## src/rtl/fetch_pkg.sv

```systemverilog
// rtl/fetch_pkg.sv - shared types and constants for the instruction-fetch sequencer
package fetch_pkg;

  typedef enum logic [2:0] {LOAD, START, RUN, FLUSH, HALT} fetch_state_t;

  localparam int unsigned       INSTR_W   = 32;
  localparam logic [INSTR_W-1:0] NOP_INSTR = 32'h0000_0013;
  localparam logic [31:0]       PC_INC    = 32'd4;

endpackage

```

## src/rtl/boot_loader_wr.sv

```systemverilog
// rtl/boot_loader_wr.sv - image load address/count datapath driving the icache write port
module boot_loader_wr
  import fetch_pkg::*;
#(
  parameter logic [31:0] LOAD_BASE = 32'h0000_0000,
  parameter int unsigned MAX_WORDS = 1024
) (
  input  logic               clk_i,
  input  logic               rst_i,
  input  logic               accept_i,
  input  logic [INSTR_W-1:0] data_i,
  output logic               wr_en_o,
  output logic [INSTR_W-1:0] wr_instr_o,
  output logic [31:0]        wr_addr_o,
  output logic               load_err_o
);

  localparam int unsigned CW = $clog2(MAX_WORDS + 1);

  logic [31:0]   addr_q, addr_d;
  logic [CW-1:0] cnt_q, cnt_d;
  logic          err_q, err_d;
  logic          full;

  assign full = (cnt_q == CW'(MAX_WORDS));

  // Dropped words leave the address where it is; only the error flag records them.
  always_comb begin
    addr_d = addr_q;
    cnt_d  = cnt_q;
    err_d  = err_q;
    if (accept_i) begin
      if (full) begin
        err_d = 1'b1;
      end else begin
        addr_d = addr_q + PC_INC;
        cnt_d  = cnt_q + CW'(1);
      end
    end
  end

  always_ff @(posedge clk_i) begin
    if (rst_i) begin
      addr_q <= LOAD_BASE;
      cnt_q  <= '0;
      err_q  <= 1'b0;
    end else begin
      addr_q <= addr_d;
      cnt_q  <= cnt_d;
      err_q  <= err_d;
    end
  end

  assign wr_en_o    = accept_i & ~full;
  assign wr_instr_o = wr_en_o ? data_i : '0;
  assign wr_addr_o  = rst_i ? LOAD_BASE : addr_q;
  assign load_err_o = err_q & ~rst_i;

endmodule

```

## src/rtl/fetch_ctrl.sv

```systemverilog
// rtl/fetch_ctrl.sv - boot-load then stall/branch/halt sequencing for the fetch stage
module fetch_ctrl
  import fetch_pkg::*;
#(
  parameter logic [31:0] RESET_PC     = 32'h0000_0000,
  parameter logic [31:0] LOAD_BASE    = 32'h0000_0000,
  parameter int unsigned MAX_WORDS    = 1024,
  parameter int unsigned FLUSH_CYCLES = 1
) (
  input  logic               clk_i,
  input  logic               rst_i,
  input  logic               ld_valid_i,
  input  logic [INSTR_W-1:0] ld_data_i,
  input  logic               ld_last_i,
  output logic               ld_ready_o,
  input  logic               stall_i,
  input  logic               branch_taken_i,
  input  logic [31:0]        branch_target_i,
  input  logic               halt_i,
  output logic               pc_en_o,
  output logic               if_en_o,
  output logic               pc_src_o,
  output logic [31:0]        branch_pc_o,
  output logic               flush_o,
  output logic               wr_instr_en_o,
  output logic [INSTR_W-1:0] wr_instr_o,
  output logic [31:0]        wr_addr_o,
  output logic               boot_done_o,
  output logic               load_err_o
);

  localparam logic [1:0] FLUSH_LOAD = 2'(FLUSH_CYCLES - 1);

  fetch_state_t state_q, state_d;
  logic [1:0]   fcnt_q, fcnt_d;
  logic         accept;
  logic         unused_tgt_bits;

  assign unused_tgt_bits = ^branch_target_i[1:0];
  assign accept = ld_valid_i & (state_q == LOAD) & ~rst_i;

  boot_loader_wr #(
    .LOAD_BASE (LOAD_BASE),
    .MAX_WORDS (MAX_WORDS)
  ) u_loader (
    .clk_i      (clk_i),
    .rst_i      (rst_i),
    .accept_i   (accept),
    .data_i     (ld_data_i),
    .wr_en_o    (wr_instr_en_o),
    .wr_instr_o (wr_instr_o),
    .wr_addr_o  (wr_addr_o),
    .load_err_o (load_err_o)
  );

  // While reset is held, outputs sit at their quiescent values regardless of state.
  always_comb begin
    state_d     = state_q;
    fcnt_d      = fcnt_q;
    ld_ready_o  = 1'b0;
    pc_en_o     = 1'b0;
    if_en_o     = 1'b0;
    pc_src_o    = 1'b0;
    branch_pc_o = '0;
    flush_o     = 1'b0;
    boot_done_o = 1'b0;
    if (rst_i) begin
      ld_ready_o = 1'b1;
    end else begin
      unique case (state_q)
        LOAD: begin
          ld_ready_o = 1'b1;
          flush_o    = 1'b1;
          if (accept && ld_last_i) state_d = START;
        end
        START: begin
          pc_en_o     = 1'b1;
          pc_src_o    = 1'b1;
          branch_pc_o = RESET_PC;
          flush_o     = 1'b1;
          state_d     = RUN;
        end
        RUN, FLUSH: begin
          boot_done_o = 1'b1;
          pc_en_o     = ~stall_i;
          if_en_o     = ~stall_i;
          flush_o     = (state_q == FLUSH);
          if (halt_i) begin
            pc_en_o = 1'b0;
            if_en_o = 1'b0;
            flush_o = 1'b1;
            state_d = HALT;
          end else if (branch_taken_i) begin
            pc_en_o     = 1'b1;
            pc_src_o    = 1'b1;
            branch_pc_o = {branch_target_i[31:2], 2'b00};
            flush_o     = 1'b1;
            fcnt_d      = FLUSH_LOAD;
            state_d     = (FLUSH_LOAD != 2'd0) ? FLUSH : RUN;
          end else if (state_q == FLUSH && !stall_i) begin
            fcnt_d = fcnt_q - 2'd1;
            if (fcnt_q == 2'd1) state_d = RUN;
          end
        end
        HALT: begin
          boot_done_o = 1'b1;
          flush_o     = 1'b1;
        end
        default: state_d = LOAD;
      endcase
    end
  end

  always_ff @(posedge clk_i) begin
    if (rst_i) begin
      state_q <= LOAD;
      fcnt_q  <= 2'd0;
    end else begin
      state_q <= state_d;
      fcnt_q  <= fcnt_d;
    end
  end

endmodule
```

## config.mk

```make
export PLATFORM = sky130hd
export DESIGN_NAME = fetch_ctrl
export DESIGN_NICKNAME = d
export VERILOG_FILES = /design/src/rtl/fetch_pkg.sv /design/src/rtl/boot_loader_wr.sv /design/src/rtl/fetch_ctrl.sv
export SDC_FILE = /design/constraint.sdc
export NUM_CORES = 1
export LEC_CHECK = 0
export BUFFER_PORTS_ARGS = -buffer_cell sky130_fd_sc_hd__buf_2
export CAP_MARGIN = 20
export CORE_UTILIZATION = 30
export CTS_BUF_LIST = sky130_fd_sc_hd__clkbuf_2
export DETAILED_ROUTE_END_ITERATION = 16
export PLACE_DENSITY = 0.61
export SLEW_MARGIN = 20
export SYNTH_ARGS = -nofsm -noshare
export SYNTH_HDL_FRONTEND = slang
export SYNTH_SLANG_ARGS = --single-unit
```

## constraint.sdc

```tcl
create_clock -name clk_i -period 1.67 [get_ports clk_i]
set_input_delay 0.0835 -clock clk_i [delete_from_list [all_inputs] [get_ports clk_i]]
set_output_delay 0.0835 -clock clk_i [all_outputs]
set_load 0.01 [all_outputs]
```

# Word-level counts from Yosys, hierarchy flattened
# Cells that the tools add are included.
dict set report classes {
  add_sub_neg 3
  eq_ne 9
  mux 33
  bitwise 9
  reduce_logical 12
}
# cell n
set ops {}
lappend ops {{two-way mux 32 bit} 6}
lappend ops {{adder 32 x 3 -> 32 bit (second input constant)} 1}
lappend ops {{two-way mux 1 bit} 16}
lappend ops {{two-way mux 3 bit} 5}
lappend ops {{one-hot mux 3 bit (4 select lines)} 1}
lappend ops {{adder 11 x 1 -> 11 bit (second input constant)} 1}
lappend ops {{equality test 11 bit (second input constant)} 1}
lappend ops {{inequality test 4 bit (second input constant)} 2}
lappend ops {{equality test 3 x 2 -> 1 bit (second input constant)} 2}
lappend ops {{one-hot mux 1 bit (2 select lines)} 3}
lappend ops {{OR reduction 3 bit} 2}
lappend ops {{NOT 1 bit} 5}
lappend ops {{bitwise AND 1 bit} 4}
lappend ops {{two-way mux 2 bit} 2}
lappend ops {{AND reduction 2 bit} 2}
lappend ops {{AND reduction 4 bit} 1}
lappend ops {{equality test 3 x 1 -> 1 bit (second input constant)} 1}
lappend ops {{equality test 3 bit (second input constant)} 1}
lappend ops {{logical NOT 3 bit} 1}
lappend ops {{AND reduction 3 bit} 1}
lappend ops {{equality test 2 x 1 -> 1 bit (second input constant)} 1}
lappend ops {{logical AND 1 bit} 2}
lappend ops {{inequality test 2 x 1 -> 1 bit (second input constant)} 1}
lappend ops {{nonzero test 2 bit} 1}
lappend ops {{other kinds (3)} 3}
dict set report totals {
  register_bits 49
}

# Depth between registers and ports, before layout
dict set report depth {
  depth_word 6
  depth_mapped 8
  depth_no_buf 6
}

# By module
# A second synthesis with hierarchy kept.
dict set report unflattened {
  hier_cells 383
  hier_area_um2 3072.9
}
# mod instances cells_per_inst area_each_um2 seq_area_each_um2
set by_module_without_submodules {}
lappend by_module_without_submodules {boot_loader_wr 1 302 2462.4 840.8}
lappend by_module_without_submodules {fetch_ctrl 1 81 610.6 100.1}

# Worst setup path after synthesis
# No wires, ideal clock.
dict set report synth_timing {
  path_kind {flip-flop to flip-flop}
  startpoint {register u_loader.addr_q[3]}
  endpoint {register u_loader.addr_q[26]}
  setup_time_ns 0.123
  t_arrival_ns 1.727
  required_time_ns 1.547
  slack_ns -0.180
  stages_incl_launch_ff 8
  path_buffers 1
  cell_sequence {dfxtp_1 > ha_1 > nand3_1 > or3_1 > clkbuf_1 > nor2_1 > nand4_1 > mux2_1}
}
dict set report synth_via {
  elab_chain_cells 1
}
# element line
set synth_rtl {}
lappend synth_rtl {{start: declaration} boot_loader_wr.sv:20} ;# logic [31:0] addr_q, addr_d;
lappend synth_rtl {{start signal: assignment} boot_loader_wr.sv:48} ;# addr_q <= addr_d;
lappend synth_rtl {{adder 32 x 3 -> 32 bit} boot_loader_wr.sv:36} ;# addr_d = addr_q + PC_INC;
# Every way passes these cells.
# A chain may end at the register's enable or synchronous reset.

# Worst setup path in the final report
dict set report layout_timing {
  startpoint {register state_q[2]}
  endpoint {output port branch_pc_o[26]}
}
dict set report layout_via {
  elab_chain_cells 4
  elab_cells_between_ends 5
}
# element line
set layout_rtl {}
lappend layout_rtl {{start: declaration} fetch_ctrl.sv:34} ;# fetch_state_t state_q, state_d;
lappend layout_rtl {{start signal: assignment} fetch_ctrl.sv:119} ;# state_q <= state_d;
lappend layout_rtl {{equality test 3 x 2 -> 1 bit} fetch_ctrl.sv:70} ;# unique case (state_q)
lappend layout_rtl {{OR reduction 2 bit *} fetch_ctrl.sv:70}
lappend layout_rtl {{two-way mux 32 bit *} fetch_ctrl.sv:70}
lappend layout_rtl {{two-way mux 32 bit *} fetch_ctrl.sv:67} ;# if (rst_i) begin
lappend layout_rtl {{end: declaration} fetch_ctrl.sv:23} ;# output logic [31:0] branch_pc_o,
# Mark *: on every way between the ends. The rest lies on a longest branch, timed or not.

==> impl_metrics.json <==
{
  "via_per_inst": 4.77,
  "period_share_pct": 137,
  "die_area_mm2": 0.0105,
  "grt_max_degree": 81,
  "rsz0062_at_grt": "yes",
  "cts_made_buffers": 5,
  "yosys.area_share.adder_pct": 1.65,
  "intPower_uw": 1770,
  "syn_avg_cell_area_um2": 7.93,
  "gp_congestion": 0.857,
  "power_frac_seq_pct": 47.1,
  "p_leak_uw": 0.00278,
  "dieHeight_um": 103,
  "p_sw_share_pct": 27.3,
  "async_reset_ff_share_pct": 0,
  "synthSimpleGateAreaFrac_pct": 45.8,
  "violations": "negative setup slack",
  "ys_types": 44,
  "grt_usage_pct": 19.8,
  "synth-warning-count": 0,
  "cp.required_ns": 1.59,
  "ant_nets": 0,
  "fin_worst_skew_ns": 0.0305,
  "p_switching_uw": 665,
  "remaining_drc_errors": 0,
  "start_util_pct": 31.1,
  "synth_top_family_by_area": "simple AND/OR/NAND/NOR gates",
  "hold_path_class": "input port to flip-flop",
  "synth-edff-count": 0,
  "antenna_found_initial": 0,
  "clk_path_buf_depth": 2,
  "synth_seq_cells": 47,
  "vias": 3755,
  "pre_cts_slack_ns": -0.188,
  "htree_num_levels": 2,
  "tritoncts": "done",
  "fin_area_mm2": 0.00621,
  "synth_top_flop_cell": "dfxtp_1",
  "numClockSinks": 47,
  "reg2reg_depth": 13,
  "drive_above_1_share_pct": 64.6,
  "post_drt_wl_per_cell_um": 15.4,
  "cp-start-kind": "flip-flop",
  "place_hpwl_um": 6690,
  "synth_compound_area_share_pct": 3.13,
  "p_comb_share_pct": 27.3,
  "area_delta_synth_final_pct": 104,
  "power_density_mw_per_mm2": 393,
  "wirelength_um": 12100,
  "diodes": 0,
  "synth-seq-area-share_pct": 31.0,
  "worstPathArrival_ns": 2.20,
  "cp-end-kind": "output pin",
  "holdPathStages": 4,
  "clk_latency_ns": 0.43,
  "grt_pass1_wl_um": 16400,
  "path_class": "flip-flop to output pin",
  "crit_fanout": 8,
  "core_area_mm2": 0.00977,
  "placed_cell_area_mm2": 0.00449,
  "period_minus_slack_ns": 2.29,
  "die_w_um": 103,
  "rows": 36,
  "drtIter0Drc": 196,
  "nets": 729,
  "setup_ws_ns": -0.615,
  "syn-instance-count": 383,
  "drv_cap": 0,
  "power.share.clock_pct": 25.6,
  "drv_slew": 0,
  "netlist_area_mm2": 0.00304,
  "outcome": "finished, violations left",
  "io_buffers": 168,
  "path_clk_slew_ns": 0.25,
  "synthMuxAreaShare_pct": 3.58,
  "cts-root-buf": "clkbuf_2",
  "grt_overflow": 0,
  "peakVddDrop_mv": 0.338,
  "dp_cells": 715,
  "drt_pass1_iterations": 4,
  "tightest_slew_ns": 0.830,
  "grt_pass1_vias": 3512,
  "setup_violations": 112,
  "final_cells": 788,
  "finalHoldViolations": 0,
  "fmax_mhz": 438,
  "pin_count": 175,
  "synth_xor_xnor_area_share_pct": 8.36,
  "max_slew_margin_pct": 44.6
}
[per-stage QoR]
step	total power [uW]	util [%]	hold slack, ns	setup TNS, ns
after floorplan	1350	-	0.208	-0.526
after global placement	1520	45.9	0.345	-5.78
after detailed placement	1520	45.9	0.354	-7.73
after CTS	2340	58.1	0.0504	-36.73
after global routing	2540	63.5	0.0538	-57.57
final	2440	63.5	0.0757	-48.44
[path summary, 6_finish.rpt]
path | from | to | slack (ns)
hold reg to reg | u_loader.addr_q[5]$_SDFFE_PP0P_ | u_loader.addr_q[5]$_SDFFE_PP0P_ | 0.55
setup reg to reg | state_q[2]$_SDFFE_PP0P_ | u_loader.addr_q[26]$_SDFFE_PP0P_ | -0.54
hold / removal | branch_taken_i | state_q[0]$_SDFFE_PP0P_ | 0.08
setup / recovery | state_q[2]$_SDFFE_PP0P_ | branch_pc_o[26] | -0.62
[what timing repair did]
item	in CTS	in global routing
resized for setup	155	80
hold buffers	4	0
gates cloned	6	1
setup buffers	28	33
setup endpoints to repair	97	114
pin swaps	74	54
endpoints found under the hold margin	4	0
[Yosys cell counts (all sizes together) (6+ instances only)]
master | count | area (um2)
nand3 | 8 | 40.0
nand4 | 16 | 100
nand2 | 18 | 70.1
xnor2 | 27 | 236
nor2 | 48 | 180
nor3 | 12 | 60.1
clkbuf | 14 | 52.6
inv | 9 | 33.8
buf | 17 | 106
and2 | 64 | 402
dfxtp | 47 | 941
mux2 | 7 | 78.8
a21oi | 6 | 30.0
nor2b | 29 | 181
nor4 | 19 | 185
[cell usage in the layout (no fill, tap or decap), drive strengths merged, types with 2 or more instances in the layout]
cell         Yosys  layout
a21oi            6       6
nand4           16      16
clkinv           0       2
nor4            19      19
dfxtp           47      47
nor2            48      48
nor2b           29      29
or2              5       5
clkbuf          14       6
mux2             7       7
xnor2           27      27
inv              9       9
mux2i            3       3
o21ai            2       2
and2            64      64
nor3            12      12
conb             1       4
dlygate4sd3      0       4
xor2             2       2
buf             17     287
nand3            8       8
ha               4       4
and3             2       2
nand2           18      18
a2111oi          2       2
nor4b            2       2
nor3b            3       3
or3              4       4
and4             5       5
[power groups by stage]
stage	clock, uW	combinational [uW]	sequential, uW
6_report	623	666	1150
5_1_grt	688	705	1150
4_1_cts	640	557	1150
3_5_place_dp	0	352	1170
3_3_place_gp	0	347	1170
2_1_floorplan	0	174	1170
[cells by family after synthesis]
logic type                 Yosys count
and+or+nand+nor                    237
other                                1
DFF                                 47
adders and majority gates            4
muxes                               10
buffers and inverters               40
AOI/OAI and AO/OA                   15
xor gates and xnor gates            29
[metal layers]
metal	GRT usage, %	share of wire, %	vias up
met5	0	0	-
met4	5.38	2.0	0
met3	2.71	4.6	23
met2	36.6	55	148
met1	23.9	39	1774
li1	-	-	1810
[critical path, stage by stage, from the launching register on]
cell and delay (ns):
dfxtp_2 0.38, buf_6 0.11, or2b_1 0.25, or2_4 0.26
nor3b_4 0.25, buf_6 0.16, buf_12 0.12, and2_4 0.14
buf_6 0.09
[registers in the layout (all words and copies together) (netlist names)]
signal and count:
u_loader.err_q 1, fcnt_q 2, u_loader.cnt_q 11, u_loader.addr_q 30, state_q 3
[cell type report]
cell class / count / area (um2)
timing repair buffer: 292 / 2440
clock inverter: 3 / 38.8
inverter: 9 / 33.8
multi-input combinational: 299 / 2540
sequential: 47 / 963
fill: 748 / 3570
clock buffer: 5 / 25.0
tap: 133 / 166
No activity file was read; power rests on OpenSTA's default activity.
